[src/rtl/regfile_writeback.sv]
// Register-file writeback queue: a circular FIFO that drains one write per unheld cycle, with operand hazard checking.
// Define WB_BYPASS_EN to forward the youngest pending write to the operands; otherwise hazards are flagged.
`ifndef WIDTH
`define WIDTH 8
`endif
`ifndef REG_SEL
`define REG_SEL 3
`endif

module regfile_writeback #(
    parameter int DATA_W = `WIDTH,
    parameter int ADDR_W = `REG_SEL,
    parameter int DEPTH  = 4
) (
    input  logic              clk,
    input  logic              reset,
    input  logic              wb_valid,
    output logic              wb_ready,
    input  logic [ADDR_W-1:0] wb_addr,
    input  logic [DATA_W-1:0] wb_data,
    input  logic              hold,
    output logic              rf_we,
    output logic [ADDR_W-1:0] rf_addr_z,
    output logic [DATA_W-1:0] rf_data_z,
    input  logic [ADDR_W-1:0] rd_addr_a,
    input  logic [ADDR_W-1:0] rd_addr_b,
    output logic [ADDR_W-1:0] rf_addr_a,
    output logic [ADDR_W-1:0] rf_addr_b,
    input  logic [DATA_W-1:0] rf_data_a,
    input  logic [DATA_W-1:0] rf_data_b,
    output logic [DATA_W-1:0] op_a,
    output logic [DATA_W-1:0] op_b,
    output logic              hazard_a,
    output logic              hazard_b,
    output logic              empty
);
    localparam int PTR_W = $clog2(DEPTH);

    logic [ADDR_W-1:0] q_addr [DEPTH];
    logic [DATA_W-1:0] q_data [DEPTH];
    logic [PTR_W-1:0]  head;
    logic [PTR_W-1:0]  tail;
    logic [PTR_W:0]    count;
    logic              push;
    logic              pop;

    // Ready ignores a concurrent pop so a full queue never takes a same-cycle push.
    assign wb_ready  = (count != (PTR_W+1)'(DEPTH));
    assign empty     = (count == '0);
    assign push      = wb_valid && wb_ready;
    assign rf_we     = !empty && !hold && !reset;
    assign pop       = rf_we;
    assign rf_addr_z = q_addr[head];
    assign rf_data_z = q_data[head];
    assign rf_addr_a = rd_addr_a;
    assign rf_addr_b = rd_addr_b;

    always_ff @(posedge clk) begin
        if (reset) begin
            head  <= '0;
            tail  <= '0;
            count <= '0;
        end else begin
            if (push) tail <= tail + 1'b1;
            if (pop)  head <= head + 1'b1;
            case ({push, pop})
                2'b10:   count <= count + 1'b1;
                2'b01:   count <= count - 1'b1;
                default: count <= count;
            endcase
        end
    end

    always_ff @(posedge clk) begin
        if (push) begin
            q_addr[tail] <= wb_addr;
            q_data[tail] <= wb_data;
        end
    end

    // Scan oldest to youngest; the head is still a match because the file only updates at the edge.
    always_comb begin
        op_a     = rf_data_a;
        op_b     = rf_data_b;
        hazard_a = 1'b0;
        hazard_b = 1'b0;
        for (int k = 0; k < DEPTH; k++) begin
            if ((PTR_W+1)'(k) < count) begin
`ifdef WB_BYPASS_EN
                if (q_addr[head + PTR_W'(k)] == rd_addr_a) op_a = q_data[head + PTR_W'(k)];
                if (q_addr[head + PTR_W'(k)] == rd_addr_b) op_b = q_data[head + PTR_W'(k)];
`else
                if (q_addr[head + PTR_W'(k)] == rd_addr_a) hazard_a = 1'b1;
                if (q_addr[head + PTR_W'(k)] == rd_addr_b) hazard_b = 1'b1;
`endif
            end
        end
    end
endmodule

[config.mk]
export PLATFORM = sky130hd
export DESIGN_NAME = regfile_writeback
export DESIGN_NICKNAME = d
export VERILOG_FILES = /design/src/rtl/regfile_writeback.sv
export SDC_FILE = /design/constraint.sdc
export NUM_CORES = 1
export LEC_CHECK = 0
export BUFFER_PORTS_ARGS = -buffer_cell sky130_fd_sc_hd__buf_2
export CAP_MARGIN = 15
export CELL_PAD_IN_SITES_DETAIL_PLACEMENT = 1
export CELL_PAD_IN_SITES_GLOBAL_PLACEMENT = 1
export CORE_ASPECT_RATIO = 0.9
export CORE_MARGIN = 1
export CORE_UTILIZATION = 38
export DETAILED_ROUTE_END_ITERATION = 12
export PLACE_DENSITY = 0.74
export SYNTH_ARGS = -nofsm -noshare
export SYNTH_HDL_FRONTEND = slang
export SYNTH_SLANG_ARGS = --single-unit
[constraint.sdc]
create_clock -name clk -period 2.15 [get_ports clk]
set_input_delay 0.43 -clock clk [delete_from_list [all_inputs] [get_ports clk]]
set_output_delay 0.43 -clock clk [all_outputs]
set_load 0.01 [all_outputs]
=== Yosys cells after proc, flatten, opt, wreduce, memory -nomap -nowiden ===
Memory sizes are Yosys's and may differ from the RTL's. A register that Yosys moved wholly into a read port is not among the register bits.
Cells that the tools add are included.

* $add $sub $neg: 6
* Magnitude comparators: 4
* Eq/ne operators: 11
* Muxes and demuxes: 23
* Reductions and logical operators: 8

{| class="wikitable"
|+ Operator list
! kind !! number
|-
| 3-bit == test || 8
|-
| 1-bit 2-to-1 mux || 18
|-
| 2-bit 2-to-1 mux || 4
|-
| 1-bit by 3-bit < comparator with 1-bit output (first input constant) || 2
|-
| 2-bit by 3-bit < comparator with 1-bit output (first input constant) || 2
|-
| 3-bit one-hot mux with 2 select lines || 1
|-
| 2-bit by 1-bit adder with 2-bit output (second input constant) || 2
|-
| 2-bit adder (second input constant) || 2
|-
| 3-bit by 1-bit adder with 3-bit output (second input constant) || 1
|-
| 1-bit logical AND || 3
|-
| 1-bit logical NOT || 3
|-
| 3-bit logical NOT || 1
|-
| 3-bit != test (second input constant) || 1
|-
| 3-bit by 1-bit subtractor with 3-bit output (second input constant) || 1
|-
| 2-bit by 1-bit == test with 1-bit output (second input constant) || 1
|-
| 2-bit == test (second input constant) || 1
|-
| 2-bit nonzero test || 1
|}

* Bits in registers: 7
* Memory bits (writable): 44
* Bits of input ports: 37
* Memories: 2

{| class="wikitable"
|+ Memories
! memory !! depth !! width !! rd ports !! clocked after memory_dff !! write ports !! RTL line !! text
|-
| q_data || 4 || 8 || 1 || 1 || 1 || 40 || <nowiki>logic [DATA_W-1:0] q_data [DEPTH];</nowiki>
|-
| q_addr || 4 || 3 || 4 || 1 || 1 || 39 || <nowiki>logic [ADDR_W-1:0] q_addr [DEPTH];</nowiki>
|}

=== Longest topological paths before layout ===
Gate-level depths: netlist of the first run.

* Depth after elaboration: 9
* Mapped depth: 8

=== Worst setup path after synthesis of the first run ===
OpenSTA, ideal clock, no wires.

* Path type: register to register
* Start: register count[0]
* End: register count[2]
* Setup time: 70 ps
* Arrival time: 2045 ps
* Data required time: 2080 ps
* Path slack: 35 ps
* Cell stages (with the launch flop): 8
* Clock period less this slack: 2115 ps
* Cells stage by stage: dfxtp_1 -> inv_1 -> ha_1 -> nor2b_1 -> nor3_1 -> ha_1 -> or3_1 -> a21oi_1

* Cells in the longest elaborated chain, start to end: 6
* Elaborated cells on any way between the ends: 12
* Those cells by class: 2 x add/sub; 3 x eq/ne; 1 x mux; 6 x reduce/logical

{| class="wikitable"
|+ RTL lines
! item !! RTL line !! text
|-
| start: declaration || 43 || <nowiki>logic [PTR_W:0] count;</nowiki>
|-
| start signal: assignment || 67 || <nowiki>2'b10: count <= count + 1'b1;</nowiki>
|-
| start signal: assignment || 68 || <nowiki>2'b01: count <= count - 1'b1;</nowiki>
|-
| start signal: assignment || 69 || <nowiki>default: count <= count;</nowiki>
|-
| 3-bit logical NOT * || 49 || <nowiki>assign empty = (count == '0);</nowiki>
|-
| net empty || 35 || <nowiki>output logic empty</nowiki>
|-
| 1-bit logical NOT * || 51 || <nowiki>assign rf_we = !empty && !hold && !reset;</nowiki>
|-
| 1-bit logical AND * (2 in a row) || 51 ||
|-
| net rf_we || 22 || <nowiki>output logic rf_we,</nowiki>
|-
| 2-bit by 1-bit == test with 1-bit output or 2-bit == test (tied branches) || 66 || <nowiki>case ({push, pop})</nowiki>
|-
| 3-bit one-hot mux with 2 select lines or 2-bit nonzero test (tied branches) || - ||
|}

The timed path passes the listed nets; every way through them passes the cells marked *.
A chain may end at the register's enable or synchronous reset.

==> results of run 1 <==
## worst max-delay path: stages, from the launching register on
cell	delay [ns]
edfxtp_1	0.44
mux4_2	0.59
xnor2_2	0.16
nand4_1	0.12
nand4_1	0.10
buf_2	0.13
## cells in the mapped netlist
cell type / number
mux4_1: 11
a21boi_1: 1
nor2b_1: 1
buf_1: 2
buf_6: 3
mux2i_1: 1
buf_2: 1
a211oi_1: 1
nor3_1: 1
nor3b_1: 1
a21oi_1: 4
mux4_2: 9
a21o_1: 1
xor2_1: 2
clkbuf_1: 5
or3_1: 3
o21ai_0: 2
buf_4: 23
and2_1: 4
inv_1: 5
nand4_1: 10
edfxtp_1: 44
ha_1: 9
nand2_1: 1
dfxtp_1: 9
o21bai_1: 1
nor2_1: 7
xnor2_1: 26
## what timing repair did
item,CTS,global route
pin swaps,3,4
buffers inserted,1,0
hold buffers,0,0
gates resized for setup,12,10
setup endpoints to repair,10,9
gates cloned,0,0
## path summary, 6_finish.rpt
kind	to	slack (ns)	cells after the start
setup / recovery	hazard_b	-0.13	5
hold / removal	q_addr[0][0]	0.34	1
setup reg to reg	count[2]	0.23	7
hold reg to reg	tail[0]	0.61	2
## per-stage QoR
stage          total power, mW  TNS (ns)
5_1_grt                   2.84    -0.429
4_1_cts                   2.69    -0.275
3_5_place_dp              2.02   -0.0101
6_report                  2.69    -0.223
3_3_place_gp              1.99         0
2_1_floorplan             1.81         0
## area by class of cell
type | count | area [um^2] | area share
clock inverter | 2 | 35.0 | 0.0110
sequential | 53 | 1510 | 0.474
clock buffer | 6 | 72.6 | 0.0227
multi-input combinational | 96 | 1110 | 0.348
tap | 93 | 116 | 0.0364
timing repair buffer | 57 | 327 | 0.102
inverter | 5 | 18.8 | 0.00588
## sequential cells by signal, indices dropped and copies added, names as in the netlist, named ones only
register	cells
q_data	32
q_addr	12
count	3
head	2
tail	2
## routing by layer
layer  vias to the layer above  part of all wire  wire length, um  GRT usage
met1                       768              0.44             2350      0.180
met5                         -                 0                0          0
met3                         8             0.048              254     0.0373
li1                        738                 -                -          -
met2                        42              0.51             2710      0.257
met4                         0            0.0075               40     0.0406
## kinds of logic after synthesis
logic type | share of synthesized area
xor+xnor | 0.0866
buf+inv | 0.0905
flops | 0.530
fa+ha+maj | 0.0398
simple gates | 0.0548
compound gates | 0.0212
mux | 0.177
## power groups by stage
stage / Clock [mW] / Sequential, mW / Combinational [mW]
2_1_floorplan: 0 / 1.25 / 0.560
3_5_place_dp: 0 / 1.28 / 0.739
4_1_cts: 0.673 / 1.26 / 0.760
6_report: 0.652 / 1.26 / 0.779
5_1_grt: 0.699 / 1.28 / 0.860
3_3_place_gp: 0 / 1.27 / 0.720
==> run_summary.xml, run 1 <==
<?xml version="1.0" encoding="UTF-8"?>
<metrics>
  <group name="outcome">
    <metric name="status" unit="">finished with violations</metric>
    <metric name="violated_checks" unit="">setup timing</metric>
  </group>
  <group name="synth">
    <metric name="ys_top_cells_by_area" unit="">edfxtp_1 (47%), mux4_1 (10%), xnor2_1 (8.0%)</metric>
    <metric name="syn-num-nets" unit="">234</metric>
    <metric name="synthDistinctLibCells" unit="">28</metric>
    <metric name="postSynthAreaPerCell" unit="um^2">15.1</metric>
    <metric name="synth.cell_area" unit="um^2">2830</metric>
    <metric name="synth_warnings" unit="">0</metric>
    <metric name="synth.ff_latch_count" unit="">53</metric>
    <metric name="synth.yosys.seq_area_share" unit="">0.530</metric>
    <metric name="post-synth-top-area-fraction" unit="">0.466</metric>
    <metric name="synthCells" unit="">188</metric>
    <metric name="synth_largest_area_cell" unit="">edfxtp_1</metric>
  </group>
  <group name="grt">
    <metric name="grt_usage" unit="">0.147</metric>
    <metric name="first_global_vias" unit="">1740</metric>
    <metric name="grt_max_degree" unit="">17</metric>
    <metric name="antenna_violations_before_repair" unit="">0</metric>
    <metric name="gr-total-overflow" unit="">0</metric>
    <metric name="grt_pass1_wl" unit="mm">8.68</metric>
  </group>
  <group name="power_and_ir_drop">
    <metric name="power.ir.vdd_worst" unit="mV">0.458</metric>
    <metric name="p_sw" unit="uW">747</metric>
    <metric name="clock_power_share" unit="">0.242</metric>
    <metric name="power_switching_share" unit="">0.278</metric>
    <metric name="power.static_leakage" unit="nW">1.17</metric>
    <metric name="p_int" unit="mW">1.94</metric>
    <metric name="comb_power_share" unit="">0.289</metric>
    <metric name="power-per-cell-area" unit="nW/um^2">843</metric>
    <metric name="share_seq_of_total_power" unit="">0.469</metric>
  </group>
  <group name="setup_path">
    <metric name="cp_data_arrival_time" unit="ns">1.85</metric>
    <metric name="critical_path_fanouts_max" unit="">4</metric>
    <metric name="required_time_of_the_critical_path" unit="ns">1.72</metric>
    <metric name="path_class" unit="">reg -&gt; out</metric>
    <metric name="startpoint" unit="">q_addr[3][2]</metric>
    <metric name="critical_path.reg2reg.startpoint" unit="">count[1]</metric>
    <metric name="critical_path.endpoint_type" unit="">output pin</metric>
    <metric name="worst_setup_path_start_kind" unit="">flip-flop</metric>
  </group>
  <group name="route">
    <metric name="drtPass1Iterations" unit="">3</metric>
    <metric name="routed-via-count" unit="">1556</metric>
    <metric name="drt-initial-drc-count" unit="">31</metric>
    <metric name="avgViaCountPerCell" unit="">4.99</metric>
    <metric name="drt-wirelength-per-cell" unit="um">17.1</metric>
    <metric name="drt.antenna.violating_nets" unit="">0</metric>
    <metric name="drcViolationCount" unit="">0</metric>
    <metric name="detail_route.wirelength" unit="mm">5.35</metric>
  </group>
  <group name="place">
    <metric name="place.port_buffers" unit="">42</metric>
    <metric name="gp_routability_congestion" unit="">0.752</metric>
    <metric name="post-place-cells" unit="">303</metric>
    <metric name="placement.setup.worst_slack" unit="ns">-0.0101</metric>
    <metric name="dp.final_hpwl" unit="mm">3.95</metric>
    <metric name="place_area" unit="um^2">3030</metric>
  </group>
  <group name="floorplan">
    <metric name="floorplan.die.height" unit="um">83.9</metric>
    <metric name="core_region_area" unit="um^2">7150</metric>
    <metric name="floorplan.io_pins" unit="">75</metric>
    <metric name="die_w" unit="um">93.0</metric>
    <metric name="floorplan.die_area" unit="um^2">7800</metric>
    <metric name="core.rowCount" unit="">29</metric>
    <metric name="start_util" unit="">0.396</metric>
  </group>
  <group name="timing">
    <metric name="final-max-slew-violation-count" unit="">0</metric>
    <metric name="timing.fmax" unit="MHz">439</metric>
    <metric name="setup_violations" unit="">2</metric>
    <metric name="worst_slew_margin_rel" unit="">0.770</metric>
    <metric name="setup_ws" unit="ns">-0.127</metric>
    <metric name="clock-skew-final" unit="ns">0.00497</metric>
    <metric name="worst_slew_pin_slew" unit="ns">0.345</metric>
    <metric name="fin_crit_sh" unit="">1.06</metric>
    <metric name="rsz0062_at_grt" unit="">true</metric>
    <metric name="layout_min_cycle_time" unit="ns">2.28</metric>
    <metric name="final-hold-violation-count" unit="">0</metric>
    <metric name="fin_worst_hold_slack" unit="ns">0.341</metric>
  </group>
  <group name="cells_and_area">
    <metric name="layout_commonest_cell" unit="">edfxtp_1</metric>
    <metric name="final_cell_count_no_fill" unit="">312</metric>
    <metric name="final_layout_size_suffix_gt1_frac" unit="">0.416</metric>
    <metric name="layout.core_utilization" unit="">0.447</metric>
    <metric name="final_cell_area" unit="um^2">3190</metric>
    <metric name="finalNetCount" unit="">264</metric>
    <metric name="area_growth" unit="%">12.8</metric>
    <metric name="final.fill_count" unit="">742</metric>
    <metric name="final_cell_mix" unit="">edfxtp_1 (44), buf_2 (42), xnor2_1 (19)</metric>
    <metric name="num_antenna_cells" unit="">0</metric>
  </group>
  <group name="flow_run">
    <metric name="max_cap_violations" unit="">0</metric>
  </group>
  <group name="clock_network">
    <metric name="clkLatencyLatePin" unit="ns">0.30</metric>
    <metric name="clk_path_buf_depth" unit="">2</metric>
    <metric name="path_clk_slew" unit="ns">0.09</metric>
    <metric name="cts_made_buffers" unit="">5</metric>
    <metric name="cts.root.buffer_cell" unit="">clkbuf_8</metric>
    <metric name="clock-sinks" unit="">53</metric>
    <metric name="ctsHtreeMaxLevel" unit="">2</metric>
    <metric name="tritoncts_clock_tree" unit="">done</metric>
  </group>
  <group name="min_path">
    <metric name="min-delay-start" unit="">wb_addr[0]</metric>
    <metric name="worstHoldPathType" unit="">in -&gt; reg</metric>
  </group>
</metrics>
Note: power is estimated with default switching activity, not from simulation.
==> run 2: changes to the inputs <==
CORE_UTILIZATION = 40   (was 38)
clock period = 2.5 ns   (was 2.15 ns; I/O delays follow)
==> run 2 against run 1 <==
The run now ends clean; worst hold slack improved by 0.062 ns; total power decreased by 20%; via count grew 0.96%; sequential power is 13% lower; global-route usage down 0.47 points; cell area is 3.6% lower; sequential share of layout area rose by 1.8 points; worst setup slack gained 0.26 ns; register-to-register slack better by 0.16 ns; critical path depth unchanged; highest routed layer unchanged; count of clock-buffer cells in the layout down 1.
==> run_summary.xml, run 2 (synthesized netlist as in run 1, its figures left out) <==
<?xml version="1.0" encoding="UTF-8"?>
<metrics>
  <group name="outcome">
    <metric name="status" unit="">complete, no violations</metric>
  </group>
  <group name="setup_path">
    <metric name="critical_path.cell_chain" unit="">mux4_2, xnor2_2, nand4_1, nand4_1, buf_2</metric>
    <metric name="path_class" unit="">reg -&gt; out</metric>
    <metric name="cp_slowest_cell" unit="">mux4_2</metric>
    <metric name="cp.buffers_inverters" unit="">1</metric>
    <metric name="required_time_of_the_critical_path" unit="ns">2.00</metric>
    <metric name="cp_data_arrival_time" unit="ns">1.86</metric>
    <metric name="timing.critical_path.slowest_cell_delay" unit="ns">0.58</metric>
    <metric name="cp_delay_by_family_top" unit="">multiplexers</metric>
    <metric name="critical_path_fanouts_max" unit="">9</metric>
    <metric name="worst_setup_path_start_kind" unit="">flip-flop</metric>
    <metric name="critical-path-top-cell-by-count" unit="">nand4_1</metric>
    <metric name="critical_path.endpoint_type" unit="">output pin</metric>
  </group>
  <group name="power_and_ir_drop">
    <metric name="power.static_leakage" unit="nW">1.09</metric>
    <metric name="power-per-cell-area" unit="nW/um^2">703</metric>
    <metric name="power.ir.vdd_worst" unit="mV">0.456</metric>
  </group>
  <group name="route">
    <metric name="detail_route.wirelength" unit="mm">5.17</metric>
    <metric name="routed-via-count" unit="">1571</metric>
    <metric name="avgViaCountPerCell" unit="">5.17</metric>
    <metric name="drcViolationCount" unit="">0</metric>
    <metric name="drtPass1Iterations" unit="">4</metric>
    <metric name="drt.antenna.violating_nets" unit="">0</metric>
    <metric name="drt-initial-drc-count" unit="">54</metric>
    <metric name="drt-wirelength-per-cell" unit="um">17.0</metric>
  </group>
  <group name="clock_network">
    <metric name="tritoncts_clock_tree" unit="">done</metric>
    <metric name="ctsHtreeMaxLevel" unit="">2</metric>
    <metric name="cts.hold.buffers_added" unit="">0</metric>
    <metric name="cts_made_buffers" unit="">5</metric>
    <metric name="path_clk_slew" unit="ns">0.09</metric>
    <metric name="clkLatencyLatePin" unit="ns">0.30</metric>
    <metric name="clock-sinks" unit="">53</metric>
    <metric name="clk_path_buf_depth" unit="">2</metric>
    <metric name="cts.root.buffer_cell" unit="">clkbuf_8</metric>
  </group>
  <group name="place">
    <metric name="dp.final_hpwl" unit="mm">3.90</metric>
    <metric name="post-place-cells" unit="">294</metric>
    <metric name="place.port_buffers" unit="">42</metric>
    <metric name="gp_routability_congestion" unit="">0.784</metric>
  </group>
  <group name="floorplan">
    <metric name="floorplan.die_area" unit="um^2">7420</metric>
    <metric name="core.rowCount" unit="">28</metric>
    <metric name="core_region_area" unit="um^2">6730</metric>
    <metric name="die_w" unit="um">90.7</metric>
    <metric name="floorplan.die.height" unit="um">81.8</metric>
    <metric name="floorplan.io_pins" unit="">75</metric>
    <metric name="start_util" unit="">0.421</metric>
  </group>
  <group name="cells_and_area">
    <metric name="area_growth" unit="%">8.70</metric>
    <metric name="layout_commonest_cell" unit="">edfxtp_1</metric>
    <metric name="final_layout_size_suffix_gt1_frac" unit="">0.369</metric>
    <metric name="register_area" unit="um^2">1510</metric>
    <metric name="largest_register_ffs" unit="">32</metric>
    <metric name="final.fill_count" unit="">706</metric>
    <metric name="finalNetCount" unit="">259</metric>
    <metric name="largest-register" unit="">q_data</metric>
    <metric name="final_cell_mix" unit="">edfxtp_1 (44), buf_2 (42), xnor2_1 (25)</metric>
    <metric name="top_regs" unit="">q_data (32), q_addr (12), count (3)</metric>
    <metric name="num_antenna_cells" unit="">0</metric>
    <metric name="final_cell_count_no_fill" unit="">304</metric>
    <metric name="multiInputGateArea" unit="um^2">1060</metric>
  </group>
  <group name="timing">
    <metric name="tns" unit="ns">0</metric>
    <metric name="final-hold-violation-count" unit="">0</metric>
    <metric name="clock-skew-final" unit="ns">0.00539</metric>
    <metric name="layout_min_cycle_time" unit="ns">2.36</metric>
    <metric name="rsz0062_at_grt" unit="">false</metric>
    <metric name="fin_crit_sh" unit="">0.946</metric>
    <metric name="timing.fmax" unit="MHz">423</metric>
    <metric name="worst_slew_margin_rel" unit="">0.763</metric>
    <metric name="worst_slew_pin_slew" unit="ns">0.354</metric>
    <metric name="final-max-slew-violation-count" unit="">0</metric>
    <metric name="setup_violations" unit="">0</metric>
  </group>
  <group name="grt">
    <metric name="grt_usage" unit="">0.143</metric>
    <metric name="first_global_vias" unit="">1564</metric>
    <metric name="grt_max_degree" unit="">18</metric>
    <metric name="gr-total-overflow" unit="">0</metric>
    <metric name="antenna_violations_before_repair" unit="">0</metric>
    <metric name="grt_pass1_wl" unit="mm">7.95</metric>
  </group>
  <group name="flow_run">
    <metric name="max_cap_violations" unit="">0</metric>
  </group>
  <group name="min_path">
    <metric name="worstHoldPathType" unit="">in -&gt; reg</metric>
  </group>
</metrics>
-- run 2: cell type report --
| type | instances | share of cell area |
|---|---|---|
| multi-input cells | 96 | 0.344 |
| repair buffers | 52 | 0.0926 |
| well taps | 90 | 0.0366 |
| clock inverters | 3 | 0.00691 |
| inverters | 5 | 0.00610 |
| flip-flops and latches | 53 | 0.491 |
| clock buffers | 5 | 0.0223 |
-- run 2: final timing paths --
path	start	endpoint	slack (ns)	cells after the start
min reg2reg	tail[0]	tail[0]	0.60	2
max reg2reg	count[0]	count[2]	0.39	7
min	wb_data[0]	q_data[0][0]	0.40	1
max	head[1]	hazard_a	0.14	5
-- run 2: report_power, final --
| part | total, mW | switching (mW) | internal (mW) |
|---|---|---|---|
| Sequential | 1.10 | 0.0720 | 1.03 |
| Clock | 0.472 | 0.274 | 0.199 |
| Combinational | 0.590 | 0.287 | 0.303 |
| Total | 2.16 | 0.632 | 1.53 |
-- run 2: repair_timing --
action,4_1_cts,5_1_grt
gates cloned,0,0
setup endpoints to repair,2,2
resized for setup,5,8
setup buffers,0,2
-- run 2: per-stage QoR --
step	cell area (um^2)	total power, mW	utilization	hold WS (ns)	setup slack (ns)
after floorplan	2830	1.56	-	0.538	0.385
after global placement	2980	1.68	0.443	0.571	0.241
after detailed placement	2980	1.71	0.443	0.593	0.132
after CTS	3080	2.18	0.457	0.392	0.0214
after global routing	3080	2.28	0.458	0.394	0.0147
final	3080	2.16	0.458	0.403	0.136
-- run 2: metal layers --
metal	part of all wire	global-route usage	up-vias
met4	0.014	0.0468	0
li1	-	-	729
met5	0	0	-
met1	0.44	0.171	772
met2	0.50	0.255	58
met3	0.047	0.0361	12
